$ cat src/rtl/shop_pkg.sv
// Shared types and helpers for the shop checkout block.
// SHOP_CHECKOUT_TAX_EN adds the TAX state to the FSM encoding.
package shop_pkg;

`ifdef SHOP_CHECKOUT_TAX_EN
  typedef enum logic [2:0] {
    ST_IDLE  = 3'd0,
    ST_SCAN  = 3'd1,
    ST_TOTAL = 3'd2,
    ST_DONE  = 3'd3,
    ST_TAX   = 3'd4
  } state_e;
`else
  typedef enum logic [1:0] {
    ST_IDLE  = 2'd0,
    ST_SCAN  = 2'd1,
    ST_TOTAL = 2'd2,
    ST_DONE  = 2'd3
  } state_e;
`endif

  localparam logic [7:0]  ASCII_A        = 8'h41;
  localparam logic [15:0] PREFIX_DEFAULT = 16'h4342;

  // Returns {overflow, sum} with the sum clamped to maxVal.
  function automatic logic [32:0] sat_add(input logic [31:0] a,
                                          input logic [31:0] b,
                                          input logic [31:0] maxVal);
    logic [32:0] sum;
    sum = {1'b0, a} + {1'b0, b};
    if (sum > {1'b0, maxVal}) begin
      return {1'b1, maxVal};
    end
    return {1'b0, sum[31:0]};
  endfunction

  function automatic logic item_valid(input logic [31:0] upper,
                                      input logic [31:0] prefix,
                                      input logic [7:0]  letter,
                                      input logic [31:0] items);
    return (upper == prefix) && (letter >= ASCII_A) &&
           ({24'd0, letter} < ({24'd0, ASCII_A} + items));
  endfunction

endpackage

$ cat src/rtl/shop_price_lut.sv
// Combinational item-code decoder: validates the code and returns its
// price with member discount and double-quantity modifiers applied.
module shop_price_lut
  import shop_pkg::*;
#(
  parameter int unsigned           CHARS      = 3,
  parameter logic [8*CHARS-9:0]    PREFIX     = PREFIX_DEFAULT,
  parameter int unsigned           ITEMS      = 4,
  parameter int unsigned           PRICE_STEP = 5,
  parameter int unsigned           DISC       = 2
) (
  input  logic [8*CHARS-1:0] i_code,
  input  logic [1:0]         i_mode,
  output logic               o_valid,
  output logic [31:0]        o_price
);

  logic [7:0]  letter;
  logic [31:0] basePrice;

  // Price is computed unconditionally and masked when the code is invalid.
  always_comb begin
    letter    = i_code[7:0];
    o_valid   = item_valid(32'(i_code[8*CHARS-1:8]), 32'(PREFIX), letter, 32'(ITEMS));
    basePrice = (32'(letter) - 32'(ASCII_A) + 32'd1) * 32'(PRICE_STEP);
    if (i_mode[0]) begin
      basePrice = (basePrice > 32'(DISC)) ? (basePrice - 32'(DISC)) : 32'd0;
    end
    if (i_mode[1]) begin
      basePrice = basePrice << 1;
    end
    o_price = o_valid ? basePrice : 32'd0;
  end

endmodule

$ cat src/rtl/shop_checkout_v.sv
// Sequential shop checkout: prices a stream of item codes, accumulates a
// saturating cart total and produces a done pulse. Optional SHOP_CHECKOUT_TAX_EN.
module shop_checkout_v
  import shop_pkg::*;
#(
  parameter int unsigned           CHARS      = 3,
  parameter logic [8*CHARS-9:0]    PREFIX     = PREFIX_DEFAULT,
  parameter int unsigned           ITEMS      = 4,
  parameter int unsigned           PRICE_STEP = 5,
  parameter int unsigned           DISC       = 2,
  parameter int unsigned           MAX_ITEMS  = 15,
  parameter int unsigned           TOTAL_W    = 16,
  localparam int unsigned          COUNT_W    = $clog2(MAX_ITEMS + 1)
) (
  input  logic                 i_clk,
  input  logic                 i_rst_n,
  input  logic                 i_valid,
  input  logic [8*CHARS-1:0]   i_code,
  output logic                 o_ready,
  input  logic [1:0]           i_mode,
  input  logic                 i_checkout,
  output logic [TOTAL_W-1:0]   o_total,
  output logic [COUNT_W-1:0]   o_count,
  output logic                 o_done,
  output logic                 o_err,
  output logic                 o_ovf
);

  localparam logic [31:0] TOTAL_MAX = 32'((64'd1 << TOTAL_W) - 64'd1);

  state_e               state_q, state_d;
  logic [TOTAL_W-1:0]   total_q, total_d;
  logic [COUNT_W-1:0]   count_q, count_d;
  logic                 err_q, err_d;
  logic                 ovf_q, ovf_d;
  logic                 ready_q, ready_d;
  logic                 done_q, done_d;

  logic                 lutValid;
  logic [31:0]          lutPrice;
  logic                 accept;
  logic [31:0]          accBase;
  logic [32:0]          addRes;
`ifdef SHOP_CHECKOUT_TAX_EN
  logic [32:0]          taxRes;
`endif

  shop_price_lut #(
    .CHARS      (CHARS),
    .PREFIX     (PREFIX),
    .ITEMS      (ITEMS),
    .PRICE_STEP (PRICE_STEP),
    .DISC       (DISC)
  ) u_price_lut (
    .i_code  (i_code),
    .i_mode  (i_mode),
    .o_valid (lutValid),
    .o_price (lutPrice)
  );

  assign accept = i_valid && ready_q;

  // The first accept of a cart starts from zero, so a held total from the
  // previous checkout never leaks into the new cart.
  always_comb begin
    accBase = (state_q == ST_IDLE) ? 32'd0 : 32'(total_q);
    addRes  = sat_add(accBase, lutPrice, TOTAL_MAX);
`ifdef SHOP_CHECKOUT_TAX_EN
    taxRes  = sat_add(32'(total_q), 32'(total_q >> 3), TOTAL_MAX);
`endif
  end

  always_comb begin
    state_d = state_q;
    total_d = total_q;
    count_d = count_q;
    err_d   = err_q;
    ovf_d   = ovf_q;
    case (state_q)
      ST_IDLE, ST_SCAN: begin
        if (accept) begin
          total_d = TOTAL_W'(addRes[31:0]);
          if (state_q == ST_IDLE) begin
            count_d = COUNT_W'(1);
            err_d   = !lutValid;
            ovf_d   = addRes[32];
            state_d = ST_SCAN;
          end else begin
            count_d = count_q + COUNT_W'(1);
            err_d   = err_q | !lutValid;
            ovf_d   = ovf_q | addRes[32];
          end
        end
        if (i_checkout) begin
          state_d = ST_TOTAL;
        end
      end
`ifdef SHOP_CHECKOUT_TAX_EN
      ST_TOTAL: state_d = ST_TAX;
      ST_TAX: begin
        total_d = TOTAL_W'(taxRes[31:0]);
        ovf_d   = ovf_q | taxRes[32];
        state_d = ST_DONE;
      end
`else
      ST_TOTAL: state_d = ST_DONE;
`endif
      ST_DONE:  state_d = ST_IDLE;
      default:  state_d = ST_IDLE;
    endcase
    // Handshake and done flags are derived from the next state so they are registered.
    ready_d = (state_d == ST_IDLE) ||
              ((state_d == ST_SCAN) && (count_d < COUNT_W'(MAX_ITEMS)));
    done_d  = (state_d == ST_DONE);
  end

  always_ff @(posedge i_clk) begin
    if (!i_rst_n) begin
      state_q <= ST_IDLE;
      total_q <= '0;
      count_q <= '0;
      err_q   <= 1'b0;
      ovf_q   <= 1'b0;
      ready_q <= 1'b0;
      done_q  <= 1'b0;
    end else begin
      state_q <= state_d;
      total_q <= total_d;
      count_q <= count_d;
      err_q   <= err_d;
      ovf_q   <= ovf_d;
      ready_q <= ready_d;
      done_q  <= done_d;
    end
  end

  assign o_ready = ready_q;
  assign o_total = total_q;
  assign o_count = count_q;
  assign o_done  = done_q;
  assign o_err   = err_q;
  assign o_ovf   = ovf_q;

endmodule

$ cat config.mk
export PLATFORM = sky130hd
export DESIGN_NAME = shop_checkout_v
export DESIGN_NICKNAME = d
export VERILOG_FILES = /design/src/rtl/shop_pkg.sv /design/src/rtl/shop_price_lut.sv /design/src/rtl/shop_checkout_v.sv
export SDC_FILE = /design/constraint.sdc
export NUM_CORES = 1
export LEC_CHECK = 0
export BUFFER_PORTS_ARGS = -buffer_cell sky130_fd_sc_hd__clkbuf_2
export CAP_MARGIN = 20
export CORE_AREA = 2 2 121 123
export DETAILED_ROUTE_END_ITERATION = 16
export DIE_AREA = 0 0 123 125
export HOLD_SLACK_MARGIN = 0.08
export PLACE_DENSITY = 0.67
export SLEW_MARGIN = 30
export SYNTH_ARGS = -nofsm -noshare
export SYNTH_HDL_FRONTEND = slang
export SYNTH_SLANG_ARGS = --single-unit
export TNS_END_PERCENT = 100
$ cat constraint.sdc
create_clock -name i_clk -period 22.5 [get_ports i_clk]
set_input_delay 1.125 -clock i_clk [delete_from_list [all_inputs] [get_ports i_clk]]
set_output_delay 1.125 -clock i_clk [all_outputs]
set_load 0.01 [all_outputs]
; Word level (Yosys, flattened, before mapping)
; Index checks and enable logic that the tools add are counted.
[totals]
register_bits = 26
in_bits = 30
out_inout_bits = 24
word_cells = 53
[op_classes]
add_sub_neg = 5
n_mul = 1
n_lt_le_gt_ge = 5
n_eq_ne = 6
muxes = 17
bitwise = 2
n_reduce_logical = 10
[ops]
columns = operator, n
row1 = $mux 32, 4
row2 = $mux 33, 2
row3 = $add 16x32->33, 1
row4 = $gt 33x16->1 const B, 1
row5 = $add 32x1->32 const B, 1
row6 = $gt 32x2->1 const B, 1
row7 = $mul 32x3->32 const B, 1
row8 = $sub 32x2->32 const B, 1
row9 = $eq 16x15->1 const B, 1
row10 = $mux 16, 1
row11 = $mux 4, 3
row12 = $sub 8x7->9 const B, 1
row13 = $ge 8x7->1 const B, 1
row14 = $lt 8x7->1 const B, 1
row15 = $eq 2x2->1 const B, 3
row16 = $mux 2, 3
row17 = $pmux 2 s3, 1
row18 = $add 4x1->4 const B, 1
row19 = $eq 2x1->1 const B, 2
row20 = $logic_and 1x1->1, 4
row21 = $logic_not 2->1, 2
row22 = $lt 4x4->1 const B, 1
row23 = $mux 1, 3
row24 = $or 1x1->1, 2
row25 = 4 further kinds, 4

; Longest topological paths before layout
[depth]
ltp_word = 14
ltp_mapped = 44
mapped_depth_nobuf = 38

; Modules after synthesis
; Synthesis repeated with hierarchy kept, for this count alone.
[hier_totals]
cells_unflattened = 925
hier_area_um2 = 6628.9
[by_module_without_submodules]
columns = mod, instances, cells_each, area_per_inst_um2, seq_area_each_um2
row1 = shop_price_lut, 1, 566, 3977.6, 0.0
row2 = shop_checkout_v, 1, 359, 2651.3, 520.5

; Least setup slack after synthesis
; OpenSTA, ideal clock, no wires.
[synth_path]
path_kind = input-to-reg
startpoint = in i_code[0]
endpoint = reg total_q[10] (netlist: o_total[10])
setup_time_ns = 0.161
arrival_time_ns = 9.972
t_required_ns = 22.339
slack_ns = 12.367
stages = 37
n_path_buf = 5
cell_sequence = clkbuf_1 > inv_1 > ha_1 > or2_2 > or2_2 > nor3_1 > nand3b_1 > ha_1 > inv_1 > ha_1 > ha_1 > buf_2 > and4_1 > a41oi_1 > o41ai_1 > a211oi_1 > xnor2_1 > nor4_1 > a21o_1 > clkbuf_1 > nor2_1 > ha_1 > nand2_1 > o21ai_0 > o21a_1 > o21ai_0 > a2111oi_0 > o31ai_1 > a2111o_1 > or4b_1 > a2111o_1 > nand2_1 > o2111ai_1 > and4b_1 > buf_6 > buf_12 > a31oi_4
[synth_via]
elab_chain_len = 12
elab_cells_between_ends = 17
classes_between = add/sub: 4 / mul: 1 / order compare: 4 / mux: 6 / reduce/logical: 2
[synth_rtl]
columns = item, line
row1 = start: declaration, shop_checkout_v.sv:18  ; input logic [8*CHARS-1:0] i_code,
row2 = $sub 8x7->9, shop_price_lut.sv:25  ; basePrice = (32'(letter) - 32'(ASCII_A) + 32'd1) * 32'(PRICE_STEP);
row3 = $add 32x1->32, shop_price_lut.sv:25
row4 = $mul 32x3->32, shop_price_lut.sv:25
row5 = $sub 32x2->32 or $gt 32x2->1 (tied branches), shop_price_lut.sv:27  ; basePrice = (basePrice > 32'(DISC)) ? (basePrice - 32'(DISC)) : 32'd0;
row6 = $mux 32, shop_price_lut.sv:27
row7 = $mux 32, shop_price_lut.sv:26  ; if (i_mode[0]) begin
row8 = $mux 32, shop_price_lut.sv:29  ; if (i_mode[1]) begin
row9 = $mux 32 *, shop_price_lut.sv:32  ; o_price = o_valid ? basePrice : 32'd0;
row10 = $add 16x32->33 *, shop_pkg.sv:30  ; sum = {1'b0, a} + {1'b0, b};
row11 = $gt 33x16->1, shop_pkg.sv:31  ; if (sum > {1'b0, maxVal}) begin
row12 = $mux 1, shop_pkg.sv:31
row13 = $mux 33 *, shop_pkg.sv:34  ; return {1'b0, sum[31:0]};
row14 = end signal: assignment, shop_checkout_v.sv:128  ; total_q <= total_d;
row15 = end: declaration, shop_checkout_v.sv:32  ; logic [TOTAL_W-1:0] total_q, total_d;
; Mark *: on every way between the ends. The rest lies on a longest branch, timed or not.
; A chain may end at the register's enable or synchronous reset.

; Worst setup path in the final report
[layout_path]
startpoint = in i_code[0]
endpoint = reg ovf_q (netlist: o_ovf)
[layout_via]
elab_chain_len = 14
elab_cells_between_ends = 19
classes_between = add/sub: 4 / mul: 1 / order compare: 4 / mux: 7 / bitwise: 1 / reduce/logical: 2
[layout_rtl]
columns = item, line
row1 = $sub 8x7->9, shop_price_lut.sv:25
row2 = $add 32x1->32, shop_price_lut.sv:25
row3 = $mul 32x3->32, shop_price_lut.sv:25
row4 = $sub 32x2->32 or $gt 32x2->1 (tied branches), shop_price_lut.sv:27
row5 = $mux 32, shop_price_lut.sv:27
row6 = $mux 32, shop_price_lut.sv:26
row7 = $mux 32, shop_price_lut.sv:29
row8 = $mux 32 *, shop_price_lut.sv:32
row9 = $add 16x32->33 *, shop_pkg.sv:30
row10 = $gt 33x16->1 *, shop_pkg.sv:31
row11 = $mux 1 *, shop_pkg.sv:31
row12 = $mux 33 *, shop_pkg.sv:34
row13 = $or 1x1->1, shop_checkout_v.sv:91  ; ovf_d = ovf_q | addRes[32];
row14 = $mux 1 *, shop_checkout_v.sv:83  ; if (state_q == ST_IDLE) begin
row15 = end signal: assignment, shop_checkout_v.sv:131  ; ovf_q <= ovf_d;
row16 = end: declaration, shop_checkout_v.sv:35  ; logic ovf_q, ovf_d;
; Marked as above.

==> key figures <==
Route
  • Iter 0 DRT Violations: 443
  • Routed Wire Length: 17.5 mm
  • Met3 WL: 806 um
  • Routed len/inst: 15.5 um
  • DR WL met2: 7.70 mm
  • Residual DRC: 0
  • First-pass iteration count of the detailed router: 5
  • DR vias/cell: ~6.1
  • Routed vias: 6925
  • Post-route ant nets: 0
  • Met1 WL: 8.67 mm
  • Top Metal Used: met4

STA
  • Skew final: roughly 0.0046 ns
  • Fin. max-slew vios: 0
  • RSZ-0062 raised after global routing: no
  • Worst Setup Slack, final: 10.94 ns
  • Max Freq: 86.5 MHz
  • Final Hold Violating Endpoints: 0
  • # setup viols final: 0
  • Final setup TNS: 0 ns
  • Crit path time final: around 12 ns
  • Slew margin rel.: 0.358
  • Final period util: 0.514
  • Slew @ Worst Pin: 0.950 ns

Clock tree
  • CTS Buf Count: 3
  • Setup Fix Bufs, Post-CTS: 0
  • Total number of H-tree levels: 1
  • CTS tree: built
  • Post-CTS sizing: 0
  • Clock Latency Late Sink: 0.25 ns
  • Hold-fix buffers, CTS: 0
  • CTS Buffer Depth: 2
  • Clk sink count: 26
  • Worst-path clk slew: 0.06 ns
  • Root Driver: clkbuf_16

Worst setup path
  • Crit path kind: input pin to flip-flop
  • Critical path required time: ~23 ns
  • CP max FO: 17
  • Slowest cell on crit path: o41ai_1
  • Top cell by count, worst path: ha_1
  • Startpoint Class: input pin
  • Max incr delay on CP: 0.93 ns
  • Arr. time, crit path: between 10 and 15 ns
  • CP endpoint kind: flip-flop

Global routing
  • Largest net degree at the start of global routing: 49
  • First-pass GRT wire length: roughly 30 mm
  • GRT Total Usage: 0.224
  • Total gr overflow: 0
  • Vias in the first global route: 6292
  • Initial antenna violation count: 0

Power and ir drop
  • Leak: about 0.003 uW
  • Tot Pwr: 265 uW
  • Peak supply drop: roughly 0.031 mV
  • Pwr dens: 36.5 mW/mm^2

Place
  • Dpl cell area: 0.00715 mm^2
  • GPL Wtd Cong: roughly 0.90
  • Port Buffer Count: 53
  • Worst slack, placed: 10.77 ns
  • Detailed placement HPWL: 14.5 mm

Die
  • Row count: 44
  • Core area: between 0.01 and 0.015 mm^2
  • Die X: roughly 120 um
  • Die area: 0.0154 mm^2
  • Die Ht: 125 um
  • IO Pins: 54
  • Initial Util: 0.482

Logic synthesis
  • Avg Cell Area, Syn: 7.36 um^2
  • Post-synth EDFFs: 0
  • Synth Register Bits: 26
  • Ys async rst share: 0
  • Post-Syn Instances: 930
  • Post-Syn Nets: approximately 1000
  • Synth Warn #: 0
  • Synthesized cell area: 0.00685 mm^2
  • Synth cell types: 89
  • Seq/Total Area, Yosys: 0.0760
  • Top_reg_cell synth: dfxtp_1

Final layout
  • Layout area overhead: 6.01%
  • Multi-input logic area: 0.00600 mm^2
  • Register area: 520 um^2
  • Final net count: 1064
  • Share of layout cells above drive strength 1: 0.108
  • Fillers: 1437
  • N_diodes: 0
  • Final core utilization: 0.511
  • Cell area after layout: 0.00726 mm^2

Hold path
  • Worst Hold Class: flip-flop to flip-flop

Outcome
  • Outcome: complete, no violations

Flow run
  • Max Cap Violations: 0
## cell usage after synthesis, drive strengths merged (7+ instances only)
cell type,number,area share
a211o,11,0.014
a211oi,19,0.022
a21boi,9,0.0099
a21o,11,0.012
a21oi,60,0.047
a31oi,21,0.038
and2,24,0.022
and3,9,0.0090
and4,8,0.010
buf,13,0.014
clkbuf,32,0.018
dfxtp,26,0.076
ha,86,0.16
inv,31,0.017
nand2,66,0.036
nand2b,10,0.0091
nand3,33,0.025
nand4,16,0.017
nor2,69,0.038
nor2b,23,0.021
nor3,34,0.025
nor4,14,0.013
o211a,7,0.010
o211ai,11,0.012
o21a,20,0.023
o21ai,71,0.052
o31ai,7,0.0077
or2,7,0.0064
or3,14,0.013
or4,8,0.0099
xnor2,45,0.058
xor2,24,0.031
## report_power, final
group | leakage [uW] | internal, uW | total [uW] | switching (uW)
combinational | 0.00274 | 61.9 | 164 | 102
sequential | 0.000212 | 48.6 | 50.8 | 2.27
clock | 0.0000511 | 35.3 | 50.5 | 15.1
total | 0.00300 | 146 | 265 | 119
## layout by cell type (no fill, tap or decap), types with 15 or more instances in the layout
cell      netlist  final
nor3_1         34     34
xnor2_1        45     45
ha_1           86     86
o21ai_0        63     63
nand4_1        15     15
a211oi_1       18     18
nand3_1        32     32
a21oi_1        54     53
and2_1         24     24
inv_1          31     31
nor2b_1        23     23
clkbuf_2        0     53
o21a_1         19     19
nand2_1        66     66
xor2_1         24     24
dfxtp_1        26     26
nor2_1         69     68
## cells by family (layout without fill, tap and decap cells)
group           count (synthesis)  count (layout)  synth area share
flops                          26              26            0.0760
simple gates                  355             355             0.279
xor+xnor                       70              70            0.0916
fa+ha+maj                      88              88             0.163
compound gates                307             307             0.330
buf+inv                        76              91            0.0490
mux                             8               8            0.0121
## metrics by stage
stage / hold slack (ns) / instances
6_report: 0.490 / 1129
5_1_grt: 0.541 / 1129
4_1_cts: 0.497 / 1129
3_5_place_dp: 0.488 / 1125
3_3_place_gp: 0.482 / 1125
2_1_floorplan: 0.502 / 930
## worst max-delay path: cells and delay by family
kind	cells	cell delay, ns
simple gates	10	3.71
buf+inv	4	0.45
xor+xnor	1	0.25
fa+ha+maj	5	1.73
compound gates	15	4.39
## area by class of cell
type	instances	share of cell area
clock buffers	3	0.0103
clock inverters	1	0.00414
inverters	31	0.0160
multi-input cells	828	0.826
flip-flops and latches	26	0.0717
well taps	184	0.0317
repair buffers	56	0.0397
## per-layer routing
metal  GRT usage  vias to the layer above
met1       0.332                     3146
met2       0.357                      188
met3      0.0128                       20
met4      0.0448                        0
met5           0                        -
li1            -                     3571
## final timing paths
path	start	endpoint	slack, ns	cells past startpoint
hold / removal	o_err	o_err	0.49	2
hold reg to reg	o_err	o_err	0.49	2
setup / recovery	i_code[0]	o_ovf	10.94	35
setup reg to reg	state_q[0]	o_ovf	17.18	16
## registers in the layout, indices dropped and copies added, names as in the netlist
| signal | count |
|---|---|
| o_total | 16 |
| o_count | 4 |
| state_q | 2 |
| o_done | 1 |
| o_err | 1 |
| o_ovf | 1 |
| o_ready | 1 |
Power figures use the tool's default switching activity.
